### config.mk
export PLATFORM = sky130hd
export DESIGN_NAME = uart_frame_rx
export DESIGN_NICKNAME = d
export VERILOG_FILES = /design/src/rtl/uart_pkg.sv /design/src/rtl/uart_rx_byte.sv /design/src/rtl/uart_frame_rx.sv
export SDC_FILE = /design/constraint.sdc
export NUM_CORES = 1
export LEC_CHECK = 0
export BUFFER_PORTS_ARGS = -buffer_cell sky130_fd_sc_hd__clkbuf_2
export CAP_MARGIN = 20
export CELL_PAD_IN_SITES_DETAIL_PLACEMENT = 0
export CELL_PAD_IN_SITES_GLOBAL_PLACEMENT = 2
export CORE_UTILIZATION = 35
export CTS_BUF_LIST = sky130_fd_sc_hd__clkbuf_8
export DETAILED_ROUTE_END_ITERATION = 8
export GPL_TIMING_DRIVEN = 0
export PLACE_DENSITY = 0.85
export SETUP_SLACK_MARGIN = 0.4
export SKIP_CTS_REPAIR_TIMING = 1
export SLEW_MARGIN = 20
export SYNTH_ARGS = -nofsm -noshare
export SYNTH_HDL_FRONTEND = slang
export SYNTH_HIERARCHICAL = 1
export SYNTH_SLANG_ARGS = --single-unit
### constraint.sdc
create_clock -name clk_100M -period 2.4 [get_ports clk_100M]
set_clock_uncertainty 0.1 [all_clocks]
set_input_delay 0.12 -clock clk_100M [delete_from_list [all_inputs] [get_ports clk_100M]]
set_output_delay 0.12 -clock clk_100M [all_outputs]
set_load 0.02 [all_outputs]
### src/rtl/uart_pkg.sv
// Shared constants and state encodings for the measurement-link UART receiver
// and its report-frame assembler.
package uart_pkg;

  localparam int unsigned BPS_DEFAULT   = 868;
  localparam int unsigned BPS_2_DEFAULT = 434;

  localparam int unsigned FRAME_LEN = 18;
  localparam int unsigned IDX_W     = 5;

  localparam logic [7:0] LF = 8'h0A;
  localparam logic [7:0] CR = 8'h0D;

  localparam logic [IDX_W-1:0] IDX_LF = IDX_W'(FRAME_LEN - 2);
  localparam logic [IDX_W-1:0] IDX_CR = IDX_W'(FRAME_LEN - 1);

  typedef enum logic [2:0] {
    BIT_IDLE,
    BIT_START,
    BIT_DATA,
    BIT_CHECK,
    BIT_STOP
  } bit_state_e;

  typedef enum logic [1:0] {
    ASM_HUNT,
    ASM_HUNT_CR,
    ASM_COLLECT
  } asm_state_e;

endpackage

### src/rtl/uart_rx_byte.sv
// Serial byte receiver: input synchronizer, start-edge detect and an 11-bit
// character FSM (start, 8 data LSB first, check bit 0, stop bit 1).
module uart_rx_byte
  import uart_pkg::*;
#(
  parameter int unsigned BPS   = BPS_DEFAULT,
  parameter int unsigned BPS_2 = BPS_2_DEFAULT
) (
  input  logic       clk_100M,
  input  logic       rst,
  input  logic       uart_rx_1,
  output logic [7:0] rx_data,
  output logic       rx_valid,
  output logic       err_check,
  output logic       err_frame
);

  localparam int unsigned      CNT_W    = $clog2(BPS + 1);
  localparam logic [CNT_W-1:0] CNT_WRAP = CNT_W'(BPS);
  localparam logic [CNT_W-1:0] CNT_MID  = CNT_W'(BPS_2);

  logic             sync1_q, sync2_q, dly_q;
  bit_state_e       state_q, state_d;
  logic [CNT_W-1:0] cnt_q, cnt_d;
  logic [2:0]       bit_idx_q, bit_idx_d;
  logic [7:0]       shift_q, shift_d;
  logic             chk_bad_q, chk_bad_d;
  logic [7:0]       rx_data_q, rx_data_d;
  logic             rx_valid_q, rx_valid_d;
  logic             err_check_q, err_check_d;
  logic             err_frame_q, err_frame_d;

  logic fall;
  logic sample;

  assign fall   = dly_q & ~sync2_q;
  assign sample = (cnt_q == CNT_MID);

  always_ff @(posedge clk_100M) begin
    // NOTE: non-blocking assignments so every register samples pre-edge values.
    if (rst) begin
      sync1_q     <= 1'b1;
      sync2_q     <= 1'b1;
      dly_q       <= 1'b1;
      state_q     <= BIT_IDLE;
      cnt_q       <= '0;
      bit_idx_q   <= '0;
      shift_q     <= '0;
      chk_bad_q   <= 1'b0;
      rx_data_q   <= '0;
      rx_valid_q  <= 1'b0;
      err_check_q <= 1'b0;
      err_frame_q <= 1'b0;
    end else begin
      sync1_q     <= uart_rx_1;
      sync2_q     <= sync1_q;
      dly_q       <= sync2_q;
      state_q     <= state_d;
      cnt_q       <= cnt_d;
      bit_idx_q   <= bit_idx_d;
      shift_q     <= shift_d;
      chk_bad_q   <= chk_bad_d;
      rx_data_q   <= rx_data_d;
      rx_valid_q  <= rx_valid_d;
      err_check_q <= err_check_d;
      err_frame_q <= err_frame_d;
    end
  end

  always_comb begin
    // NOTE: defaults first keep every path assigned, so no latches are inferred.
    state_d     = state_q;
    cnt_d       = cnt_q;
    bit_idx_d   = bit_idx_q;
    shift_d     = shift_q;
    chk_bad_d   = chk_bad_q;
    rx_data_d   = rx_data_q;
    rx_valid_d  = 1'b0;
    err_check_d = 1'b0;
    err_frame_d = 1'b0;

    // Counter free-runs from the start edge; every sample lands on CNT_MID.
    if (state_q != BIT_IDLE) begin
      cnt_d = (cnt_q == CNT_WRAP) ? '0 : cnt_q + CNT_W'(1);
    end

    unique case (state_q)
      BIT_IDLE: begin
        if (fall) begin
          cnt_d   = '0;
          state_d = BIT_START;
        end
      end
      BIT_START: begin
        if (sample) begin
          if (sync2_q) begin
            state_d = BIT_IDLE;
          end else begin
            bit_idx_d = '0;
            chk_bad_d = 1'b0;
            state_d   = BIT_DATA;
          end
        end
      end
      BIT_DATA: begin
        if (sample) begin
          shift_d   = {sync2_q, shift_q[7:1]};
          bit_idx_d = bit_idx_q + 3'd1;
          if (bit_idx_q == 3'd7) begin
            state_d = BIT_CHECK;
          end
        end
      end
      BIT_CHECK: begin
        if (sample) begin
          chk_bad_d = sync2_q;
          state_d   = BIT_STOP;
        end
      end
      BIT_STOP: begin
        if (sample) begin
          // Back to IDLE right away so a start edge half a bit later is seen.
          state_d = BIT_IDLE;
          if (!sync2_q) begin
            err_frame_d = 1'b1;
          end else if (chk_bad_q) begin
            err_check_d = 1'b1;
          end else begin
            rx_valid_d = 1'b1;
            rx_data_d  = shift_q;
          end
        end
      end
      default: begin
        state_d = BIT_IDLE;
      end
    endcase
  end

  assign rx_data   = rx_data_q;
  assign rx_valid  = rx_valid_q;
  assign err_check = err_check_q;
  assign err_frame = err_frame_q;

endmodule

### src/rtl/uart_frame_rx.sv
// Measurement-link receiver: hunts for the LF CR delimiter, collects the four
// little-endian 32-bit counters and publishes them once the trailer checks out.
module uart_frame_rx
  import uart_pkg::*;
#(
  parameter int unsigned BPS   = BPS_DEFAULT,
  parameter int unsigned BPS_2 = BPS_2_DEFAULT
) (
  input  logic        clk_100M,
  input  logic        rst,
  input  logic        uart_rx_1,
  output logic [31:0] cnt_clk,
  output logic [31:0] cnt_square,
  output logic [31:0] cnt_pulse,
  output logic [31:0] cnt_time,
  output logic        frame_valid,
  output logic [7:0]  rx_data,
  output logic        rx_valid,
  output logic        err_frame,
  output logic        err_check,
  output logic        err_trailer
);

  logic [7:0] byte_data;
  logic       byte_valid;
  logic       byte_err_check;
  logic       byte_err_frame;

  uart_rx_byte #(
    .BPS   (BPS),
    .BPS_2 (BPS_2)
  ) u_rx_byte (
    .clk_100M  (clk_100M),
    .rst       (rst),
    .uart_rx_1 (uart_rx_1),
    .rx_data   (byte_data),
    .rx_valid  (byte_valid),
    .err_check (byte_err_check),
    .err_frame (byte_err_frame)
  );

  asm_state_e       state_q, state_d;
  logic [IDX_W-1:0] idx_q, idx_d;
  logic [3:0][31:0] shadow_q;
  logic             shadow_we;
  logic             publish;
  logic             trailer_bad;

  logic [31:0] cnt_clk_q, cnt_square_q, cnt_pulse_q, cnt_time_q;
  logic        frame_valid_q;
  logic        err_trailer_q;

  always_comb begin
    state_d     = state_q;
    idx_d       = idx_q;
    shadow_we   = 1'b0;
    publish     = 1'b0;
    trailer_bad = 1'b0;

    if (byte_err_check || byte_err_frame) begin
      state_d = ASM_HUNT;
    end else if (byte_valid) begin
      unique case (state_q)
        ASM_HUNT: begin
          if (byte_data == LF) state_d = ASM_HUNT_CR;
        end
        ASM_HUNT_CR: begin
          if (byte_data == CR) begin
            state_d = ASM_COLLECT;
            idx_d   = '0;
          end else if (byte_data != LF) begin
            state_d = ASM_HUNT;
          end
        end
        ASM_COLLECT: begin
          if (idx_q < IDX_LF) begin
            shadow_we = 1'b1;
            idx_d     = idx_q + IDX_W'(1);
          end else if (idx_q == IDX_LF) begin
            if (byte_data == LF) begin
              idx_d = IDX_CR;
            end else begin
              trailer_bad = 1'b1;
              state_d     = ASM_HUNT;
            end
          end else begin
            // A good CR closes this frame and opens the next one directly.
            if (byte_data == CR) begin
              publish = 1'b1;
              idx_d   = '0;
            end else begin
              trailer_bad = 1'b1;
              state_d     = ASM_HUNT;
            end
          end
        end
        default: begin
          state_d = ASM_HUNT;
        end
      endcase
    end
  end

  always_ff @(posedge clk_100M) begin
    if (rst) begin
      state_q       <= ASM_HUNT;
      idx_q         <= '0;
      cnt_clk_q     <= '0;
      cnt_square_q  <= '0;
      cnt_pulse_q   <= '0;
      cnt_time_q    <= '0;
      frame_valid_q <= 1'b0;
      err_trailer_q <= 1'b0;
    end else begin
      state_q       <= state_d;
      idx_q         <= idx_d;
      frame_valid_q <= publish;
      err_trailer_q <= trailer_bad;
      if (publish) begin
        cnt_clk_q    <= shadow_q[0];
        cnt_square_q <= shadow_q[1];
        cnt_pulse_q  <= shadow_q[2];
        cnt_time_q   <= shadow_q[3];
      end
    end
  end

  // NOTE: shadow words are not reset; nothing is published until all 16 bytes are rewritten.
  always_ff @(posedge clk_100M) begin
    if (shadow_we) begin
      shadow_q[idx_q[3:2]][{idx_q[1:0], 3'b000} +: 8] <= byte_data;
    end
  end

  assign cnt_clk     = cnt_clk_q;
  assign cnt_square  = cnt_square_q;
  assign cnt_pulse   = cnt_pulse_q;
  assign cnt_time    = cnt_time_q;
  assign frame_valid = frame_valid_q;
  assign err_trailer = err_trailer_q;
  assign rx_data     = byte_data;
  assign rx_valid    = byte_valid;
  assign err_check   = byte_err_check;
  assign err_frame   = byte_err_frame;

endmodule

# After elaboration in Yosys (flattened, before gate mapping)
# Cells that the tools add are included.
dict set report word_totals {
  ff_bits 304
  inputBits 3
  elab_cells 138
}
dict set report classes {
  addsub 4
  magnitude_cmp 3
  n_eq_ne 26
  shift 2
  mux 52
  n_bitwise 8
  reduce_logical 19
}
# cell count
set op_table {}
lappend op_table {{$bwmux W128} 1}
lappend op_table {{$demux W32 S2} 1}
lappend op_table {{$mux W10} 4}
lappend op_table {{$mux W32} 1}
lappend op_table {{$shift A8 B7 Y32 const A} 1}
lappend op_table {{$shiftx A8 B7 Y32} 1}
lappend op_table {{$mux W3} 9}
lappend op_table {{$mux W5} 4}
lappend op_table {{$mux W1} 19}
lappend op_table {{$eq A8 B4 Y1 const B} 2}
lappend op_table {{$mux W2} 8}
lappend op_table {{$reduce_and A4 Y1} 4}
lappend op_table {{$pmux W3 S5} 1}
lappend op_table {{$ne A2 B1 Y1 const B} 6}
lappend op_table {{$reduce_and A6 Y1} 2}
lappend op_table {{$add A10 B1 Y10 const B} 1}
lappend op_table {{$eq A10 B10 Y1 const B} 1}
lappend op_table {{$eq A10 B9 Y1 const B} 1}
lappend op_table {{$pmux W5 S2} 1}
lappend op_table {{$ne A3 B3 Y1 const B} 3}
lappend op_table {{$ne A8 B4 Y1 const B} 1}
lappend op_table {{$neg A5 Y7} 1}
lappend op_table {{$not A1 Y1} 7}
lappend op_table {{$eq A3 B2 Y1 const B} 2}
lappend op_table {{27 further kinds} 32}

# Longest topological paths before layout
# Gate-level depths: netlist of the first run.
dict set report logic_depth {
  word_depth 7
  ltp_mapped 9
  ltp_nobuf 7
}

# By module
# The synthesis of the first run kept the hierarchy.
# module instances cells_per_inst area_each_um2
set by_module_without_submodules {}
lappend by_module_without_submodules {uart_frame_rx 1 827 9290.2}
lappend by_module_without_submodules {uart_rx_byte 1 192 1776.7}

# Worst setup path after synthesis of the first run
# OpenSTA, ideal clock, no wires.
dict set report synth_timing {
  path_type {register to register}
  startpoint {register, netlist name state_q[0]}
  endpoint {register shadow_q[0] in the netlist's numbering (enable)}
  arrival_ns 2.025
  t_required_ns 1.917
  setup_slack_ns -0.108
  stages_incl_launch_ff 8
  n_path_buf 1
  synth_period_minus_slack_ns 2.508
  path_cell_list {dfxtp_1 > inv_1 > ha_1 > clkbuf_1 > nor2b_1 > and2_1 > nand2_1 > nor3_1}
}
# item line
set synth_rtl {}
lappend synth_rtl {{end signal: indexed assignment} uart_frame_rx.sv:131} ;# shadow_q[idx_q[3:2]][{idx_q[1:0], 3'b000} +: 8] <= byte_data;
lappend synth_rtl {{end: declaration} uart_frame_rx.sv:44} ;# logic [3:0][31:0] shadow_q;

# Worst setup path after layout of the first run
dict set report layout_timing {
  startpoint {register u_rx_byte.rx_data_q[4] (netlist: u_rx_byte/rx_data[4])}
  endpoint {register cnt_clk_q[4] (netlist: cnt_clk[4])}
}
dict set report layout_via {
  elab_chain_cells 7
}
# item line
set layout_rtl {}
lappend layout_rtl {{start: declaration} uart_rx_byte.sv:28} ;# logic [7:0] rx_data_q, rx_data_d;
lappend layout_rtl {{start signal: assignment} uart_rx_byte.sv:63} ;# rx_data_q <= rx_data_d;
lappend layout_rtl {{$eq A8 B4 Y1} uart_frame_rx.sv:88} ;# if (byte_data == CR) begin
lappend layout_rtl {{$mux W1} uart_frame_rx.sv:88}
lappend layout_rtl {{$mux W1} uart_frame_rx.sv:79} ;# end else if (idx_q == IDX_LF) begin
lappend layout_rtl {{$mux W1} uart_frame_rx.sv:76} ;# if (idx_q < IDX_LF) begin
lappend layout_rtl {{$mux W1} uart_frame_rx.sv:63} ;# unique case (state_q)
lappend layout_rtl {{$mux W1} uart_frame_rx.sv:62} ;# end else if (byte_valid) begin
lappend layout_rtl {{$mux W1} uart_frame_rx.sv:60} ;# if (byte_err_check || byte_err_frame) begin
lappend layout_rtl {{end signal: assignment} uart_frame_rx.sv:120} ;# cnt_clk_q <= shadow_q[0];
lappend layout_rtl {{end: declaration} uart_frame_rx.sv:49} ;# logic [31:0] cnt_clk_q, cnt_square_q, cnt_pulse_q, cnt_time_q;
# Every way passes these cells.
# A chain may end at the register's enable or synchronous reset.

==> impl_results.md, run 1 <==
- N_diodes: 0
- Max Buffers Root-to-Sink: 3
- Routed Antenna Nets: 0
- Synth async-reset ratio: 0%
- GPL Wtd Cong: 0.787
- Ys Warns: 6
- Drt total wl: 28.6 mm
- Remaining global-route overflow: 0
- Most instantiated library cell after synthesis: nand2_1
- First-pass GRT wire length: around 44 mm
- Syn Area/Cell: around 11 µm²
- Top-Level Pins: ~140
- Worst-path clk slew: about 60 ps
- Worst hold stages: 2
- Via density: between 4 and 5
- Die width: 180 µm
- Power, Total: about 10 mW
- Routed WL per cell: 17.2 µm
- Synth Net Count: between 1,000 and 1,500
- Vias in the first global route: 7,892
- Number of buffers created by CTS: 51
- Worst vdd ir: 0.000363 V
- Core Box Area: approximately 30,000 µm²
- Post-route minimum period: 2290 ps
- Slew @ Worst Pin: between 900 and 1000 ps
- Register area share after synthesis: around two thirds
- Util after Layout: between 40% and 50%
- Maximum clock frequency: 0.436 GHz
- Final Setup Violations: 0
- Cell variety after synth: 63
- Multi-input gate area: ~3500 µm²
- Setup crit end kind: register
- Critical path class: register to register
- Post-synth top area cell: edfxtp_1
- Die ar.: between 30,000 and 40,000 µm²
- Power density over the cells: approximately 730 nW/µm²
- Final Max Tran Viols: 0
- IO buf count: approximately 140
- Area of the mapped netlist: around 11,000 µm²
- Area Overhead vs Synth: 23.6%
- Leak pwr: 5.06 nW
- Final period util: a little over nine tenths
- Hold Violations, Final: 0
- Final nets: approximately 1,200
- Failing checks: DRC
- CTS Root Cell: clkbuf_8
- Peak fanout along the critical path: 10
- Pin count of the biggest net entering global routing: 14
- Seq cells post-synth: ~300
- Via count: just over 8,000
- Worst Path Arrival: 2620 ps
- Die Span Y: about 180 µm
- Commonest cells post-synth: nand2_1, dfxtp_1, a21oi_1, edfxtp_1
- DRC Markers: 17
- GRT Overall Usage: between 10% and 20%
- Post-synth top area share: around a third
- Unrepaired setup endpoints after global routing: yes
- Num rows: 64
- CTS H-tree lvls: 2
- Clock sink total: between 300 and 400
- Number of synthesized flops with an enable pin: between 100 and 150
- Cell count of the worst reg-to-reg path: 6
- Cell count after synthesis: between 1,000 and 1,500
- Share of post-route cells with drive strength above 1: ~24%
- Initial DRT Pass Iterations: 8
- Slew HR: between 30% and 40%
- Detailed placement HPWL: 20.0 mm
- Starting DRT DRC Count: around 400
- Worst Path Required: about 2700 ps
- Storage element area: 7380 µm²
- Initial cell density of the core: roughly 36%
- Worst-skew pair later-pin latency: between 500 and 600 ps
- Worst Hold Class: input pin to register
- Filler Cell Count: ~3,000
- Antenna violations before repair: 0
- TritonCTS clock tree: built
- Post-synth top flop: dfxtp_1
- Max cap viols: 0
- Crit path launch type: register
- Largest cells by area after synthesis: edfxtp_1, dfxtp_1, nand2_1
- Status: complete, but fails checks
[final timing paths]
| check | startpoint | end | slack (ps) |
|---|---|---|---|
| worst max-delay path | u_rx_byte/rx_data[4] | cnt_clk[4] | 110 |
| worst min-delay path | rst | u_rx_byte/err_check | 10 |
| worst max register to register | u_rx_byte/rx_data[4] | cnt_clk[4] | 110 |
| worst min register to register | u_rx_byte/sync1_q | u_rx_byte/sync2_q | 320 |
[sequential cells by signal, summed over array words and instances, names as in the netlist, 2 cells and up]
signal,count
shadow_q,128
cnt_clk,32
cnt_pulse,32
cnt_square,32
cnt_time,32
u_rx_byte/cnt_q,10
u_rx_byte/rx_data,8
u_rx_byte/shift_q,8
idx_q,5
u_rx_byte/bit_idx_q,3
u_rx_byte/state_q,3
state_q,2
[area by class of cell]
| class | count | area share (%) |
|---|---|---|
| Clock buffer | 55 | 5.53 |
| Inverter | 10 | 0.274 |
| Multi-Input combinational cell | 646 | 25.6 |
| Buffer | 59 | 3.02 |
| Tap cell | 396 | 3.62 |
| Timing Repair Buffer | 153 | 6.18 |
| Sequential cell | 304 | 54.0 |
| Clock inverter | 40 | 1.83 |
[kinds of logic (layout without fill, tap and decap cells)]
logic type | Yosys count | in the layout | share of synthesized area [%]
AOI/OAI and AO/OA | 198 | 198 | 9.87
and+or+nand+nor | 420 | 420 | 17.3
DFF | 304 | 304 | 66.6
xor gates and xnor gates | 5 | 5 | 0.396
buffers and inverters | 69 | 317 | 3.48
muxes | 11 | 11 | 1.01
adders and majority gates | 12 | 12 | 1.36
[per-layer routing]
metal	vias to the layer above	track usage (%)	wire length, µm
li1	3939	-	-
met1	3843	22.9	12700
met2	210	28.8	13600
met3	51	3.61	1610
met4	0	6.07	677
met5	-	0	0
[where the power goes]
| part | switching [mW] | leakage, nW | total (mW) | internal [mW] |
|---|---|---|---|---|
| clock | 2.05 | 0.590 | 4.50 | 2.44 |
| combinational | 0.107 | 1.85 | 0.149 | 0.0418 |
| sequential | 0.00707 | 2.63 | 5.36 | 5.35 |
[placed cells by master, fill, tap and decap left out, types with 5 or more instances in the layout]
cell type / n
edfxtp_1: 128
nor2_1: 24
buf_12: 5
o21ai_0: 13
buf_6: 15
buf_2: 8
inv_1: 30
nor2_4: 11
and3_1: 5
ha_1: 11
mux2i_1: 10
nand3_1: 15
dfxtp_1: 168
dfxtp_2: 5
clkbuf_8: 55
a31oi_1: 6
a21oi_1: 148
nand2_1: 270
o21ai_1: 8
buf_4: 8
clkinv_2: 6
nor3b_2: 5
clkinv_1: 8
and2_1: 35
clkbuf_1: 21
clkbuf_2: 143
nor3_4: 5
clkbuf_4: 10
[per-stage QoR]
step                hold slack, ps  setup WS, ps  setup TNS [ps]  instances  instance area [µm²]
finish                        11.8           108               0       1663                13700
global route                  20.8          44.2               0       1663                13700
CTS                           -398          -148           -1850       1652                13400
detailed placement             213          -115           -1250       1557                12400
global placement               206          -101           -1160       1557                12400
floorplan                      124           304               0       1019                11200
[critical path: stages, from the launching register on]
cell and delay (ps):
dfxtp_4 400, or4_4 580, or4_4 610, buf_12 190, buf_6 150, nand2_1 70, a21oi_1 60
(Power assumes the default switching activity.)
==> inputs of run 2 (changes only) <==
- CORE_UTILIZATION: 35 -> 39
- PLACE_DENSITY: 0.85 -> 0.89
- TNS_END_PERCENT: unset -> 50
- clock period: 2.4 -> 2.5 ns (I/O delays scaled with it)
==> impl_results.md, run 2 (synthesized netlist as in run 1, its figures left out) <==
- Critical path class: register to register
- Worst stage delay on the critical path: 610 ps (about the same)
- Worst vdd ir: 0.000409 V (+12%)
- Vias in the first global route: 7,707 (-2.3%)
- Via density: 4.84 (+0.17%)
- Die Span Y: 170 µm (-5.2%)
- Worst-skew pair later-pin latency: 570 ps (about the same)
- Die width: 170 µm (-5.2%)
- Remaining global-route overflow: 0 (unchanged)
- Final Max Tran Viols: 0 (unchanged)
- Most common cell after layout, fill and taps aside: nand2_1
- Final nets: 1,252 (+0.97%)
- Reg-to-Reg End: cnt_clk[29]
- Min-Delay Endpoint: u_rx_byte/err_check
- Via count: 8,023 (-0.25%)
- Detailed placement HPWL: 19.3 mm (-3.7%)
- Num rows: 61 (-4.7%)
- Final Setup Violations: 0 (unchanged)
- Cell Count Post-Placement: 1,539 (-1.2%)
- R2R Path Start: u_rx_byte/rx_data[5]
- Area Overhead vs Synth: 26.3%
- Pin count of the biggest net entering global routing: 14 (unchanged)
- Slowest library cell on the worst path: or4_4
- Clock sink total: 304 (unchanged)
- Finished Cell Area: 14,000 µm² (+2.2%)
- Top-Level Pins: 144 (unchanged)
- Buf/Inv on CP: 2 (unchanged)
- Die ar.: 29,100 µm² (-10%)
- Leak pwr: 5.24 nW (+3.6%)
- Area after DPL: 12,300 µm² (-0.35%)
- IO buf count: 142 (unchanged)
- Initial DRT Pass Iterations: 4 (-4)
- First-pass GRT wire length: 42.7 mm (-3.5%)
- CTS Root Cell: clkbuf_8
- Filler Cell Count: 2,605 (-13%)
- DRC Markers: 0 (-17)
- Max cap viols: 0 (unchanged)
- TNS Setup: 0 ps (unchanged)
- Max reg flops: 128 (unchanged)
- Storage element area: 7390 µm² (about the same)
- Number of buffers created by CTS: 51 (unchanged)
- Worst Path Required: 2820 ps (+100 ps)
- Initial cell density of the core: 39.7% (+3.8 points)
- Final period util: 91.3% (-4.2 points)
- GRT Overall Usage: 19.3% (+1.8 points)
- Status: finished, final reports clean
- Routed Antenna Nets: 0 (unchanged)
- Routed WL per cell: 17.0 µm (-1.0%)
- Hold path start: rst
- Core Box Area: 27,900 µm² (-9.6%)
- N_diodes: 0 (unchanged)
- Antenna violations before repair: 0 (unchanged)
- CP cell instances: or4_4 -> or4_4 -> buf_12 -> buf_6 -> nand2_1 -> a21oi_1
- Power density over the cells: 693 nW/µm² (-5.3%)
- Worst-path clk slew: 60 ps (about the same)
- Power, Total: 9.68 mW (-3.2%)
- Unrepaired setup endpoints after global routing: yes
- Worst Hold Class: input pin to register
- Worst Path Arrival: 2600 ps (-20 ps)
- Setup crit end kind: register
- CTS H-tree lvls: 2 (unchanged)
- Max Buffers Root-to-Sink: 3 (unchanged)
- CP most frequent cell: or4_4
- Multi-input gate area: 3630 µm² (+3.8%)
- Worst hold stages: 2 (unchanged)
- Share of post-route cells with drive strength above 1: 27.2% (+2.8 points)
- Maximum clock frequency: 0.438 GHz (+0.41%)
- Util after Layout: 50.2% (+5.8 points)
- Largest delay share family, worst path: simple AND/OR/NAND/NOR gates
- Slew @ Worst Pin: 775 ps (-129 ps)
- Starting DRT DRC Count: 388 (-3.7%)
- Most frequent cells in the layout: nand2_1, dfxtp_1, clkbuf_2
- Cell count of the worst reg-to-reg path: 6 (unchanged)
- Post-route minimum period: 2280 ps (-9.40 ps)
- Final cell count without fillers: 1,656 (-0.42%)
- TritonCTS clock tree: built
- Peak fanout along the critical path: 10 (unchanged)
- GPL Wtd Cong: 0.832 (+5.7%)
- Hold Violations, Final: 0 (unchanged)
- Crit path launch type: register
- Slew HR: 48.0% (+8.2 points)
- Flop2flop setup slack: 220 ps (+110 ps)
- Drt total wl: 28.2 mm (-1.4%)
[run 2: cell count changes in the layout (fill, tap and decap cells not counted), sizes merged]
| cell | before | now |
|---|---|---|
| buf | 36 | 52 |
| inv | 32 | 33 |
| clkinvlp | 1 | 2 |
| clkinv | 14 | 7 |
[run 2: metrics by stage]
stage	worst slack [ps]	hold WS (ps)
after floorplan	334	129
after global placement	3.91	262
after detailed placement	28.1	259
after CTS	-9.08	-320
after global routing	169	32.4
final	217	17.7
[run 2: worst reg2reg max path, cell delays in order (launching register included)]
cell and delay (ps):
dfxtp_4 370, or4_4 580, or4_4 610, buf_12 190
buf_6 160, nand2_1 70, a21oi_1 60
[run 2: worst max-delay path by stage]
stage | start | endpoint | slack (ps) | cells past startpoint
6_report | u_rx_byte/rx_data[5] | cnt_clk[29] | 220 | 6
5_1_grt | u_rx_byte/rx_data[5] | cnt_time[0] | 170 | 6
4_1_cts | u_rx_byte/rx_data[4] | cnt_time[0] | -9 | 6
3_5_place_dp | u_rx_byte/rx_data[4] | cnt_time[0] | 30 | 6
3_3_place_gp | u_rx_byte/rx_data[4] | cnt_time[0] | 4 | 6
2_1_floorplan | u_rx_byte/rx_data[4] | cnt_pulse[0] | 330 | 6
[run 2: where the power goes]
| part | internal [mW] | switching, mW |
|---|---|---|
| Sequential | 5.13 | 0.00673 |
| Clock | 2.46 | 1.93 |
| Combinational | 0.0396 | 0.101 |
| Total | 7.64 | 2.04 |
[run 2: layout make-up]
class / instances / share of cell area, %
Inverter: 10 / 0.269
Multi-Input combinational cell: 646 / 26.0
Buffer: 59 / 2.95
Tap cell: 378 / 3.38
Clock buffer: 59 / 5.81
Sequential cell: 304 / 52.8
Clock inverter: 35 / 1.67
Timing Repair Buffer: 165 / 7.09
[run 2: layer usage]
| layer | wire length [µm] | track usage (%) | share of wire, % |
|---|---|---|---|
| met5 | 0 | 0 | 0 |
| met3 | 1520 | 3.44 | 5.4 |
| met4 | 599 | 6.42 | 2.1 |
| met2 | 13700 | 31.9 | 49 |
| met1 | 12400 | 25.4 | 44 |
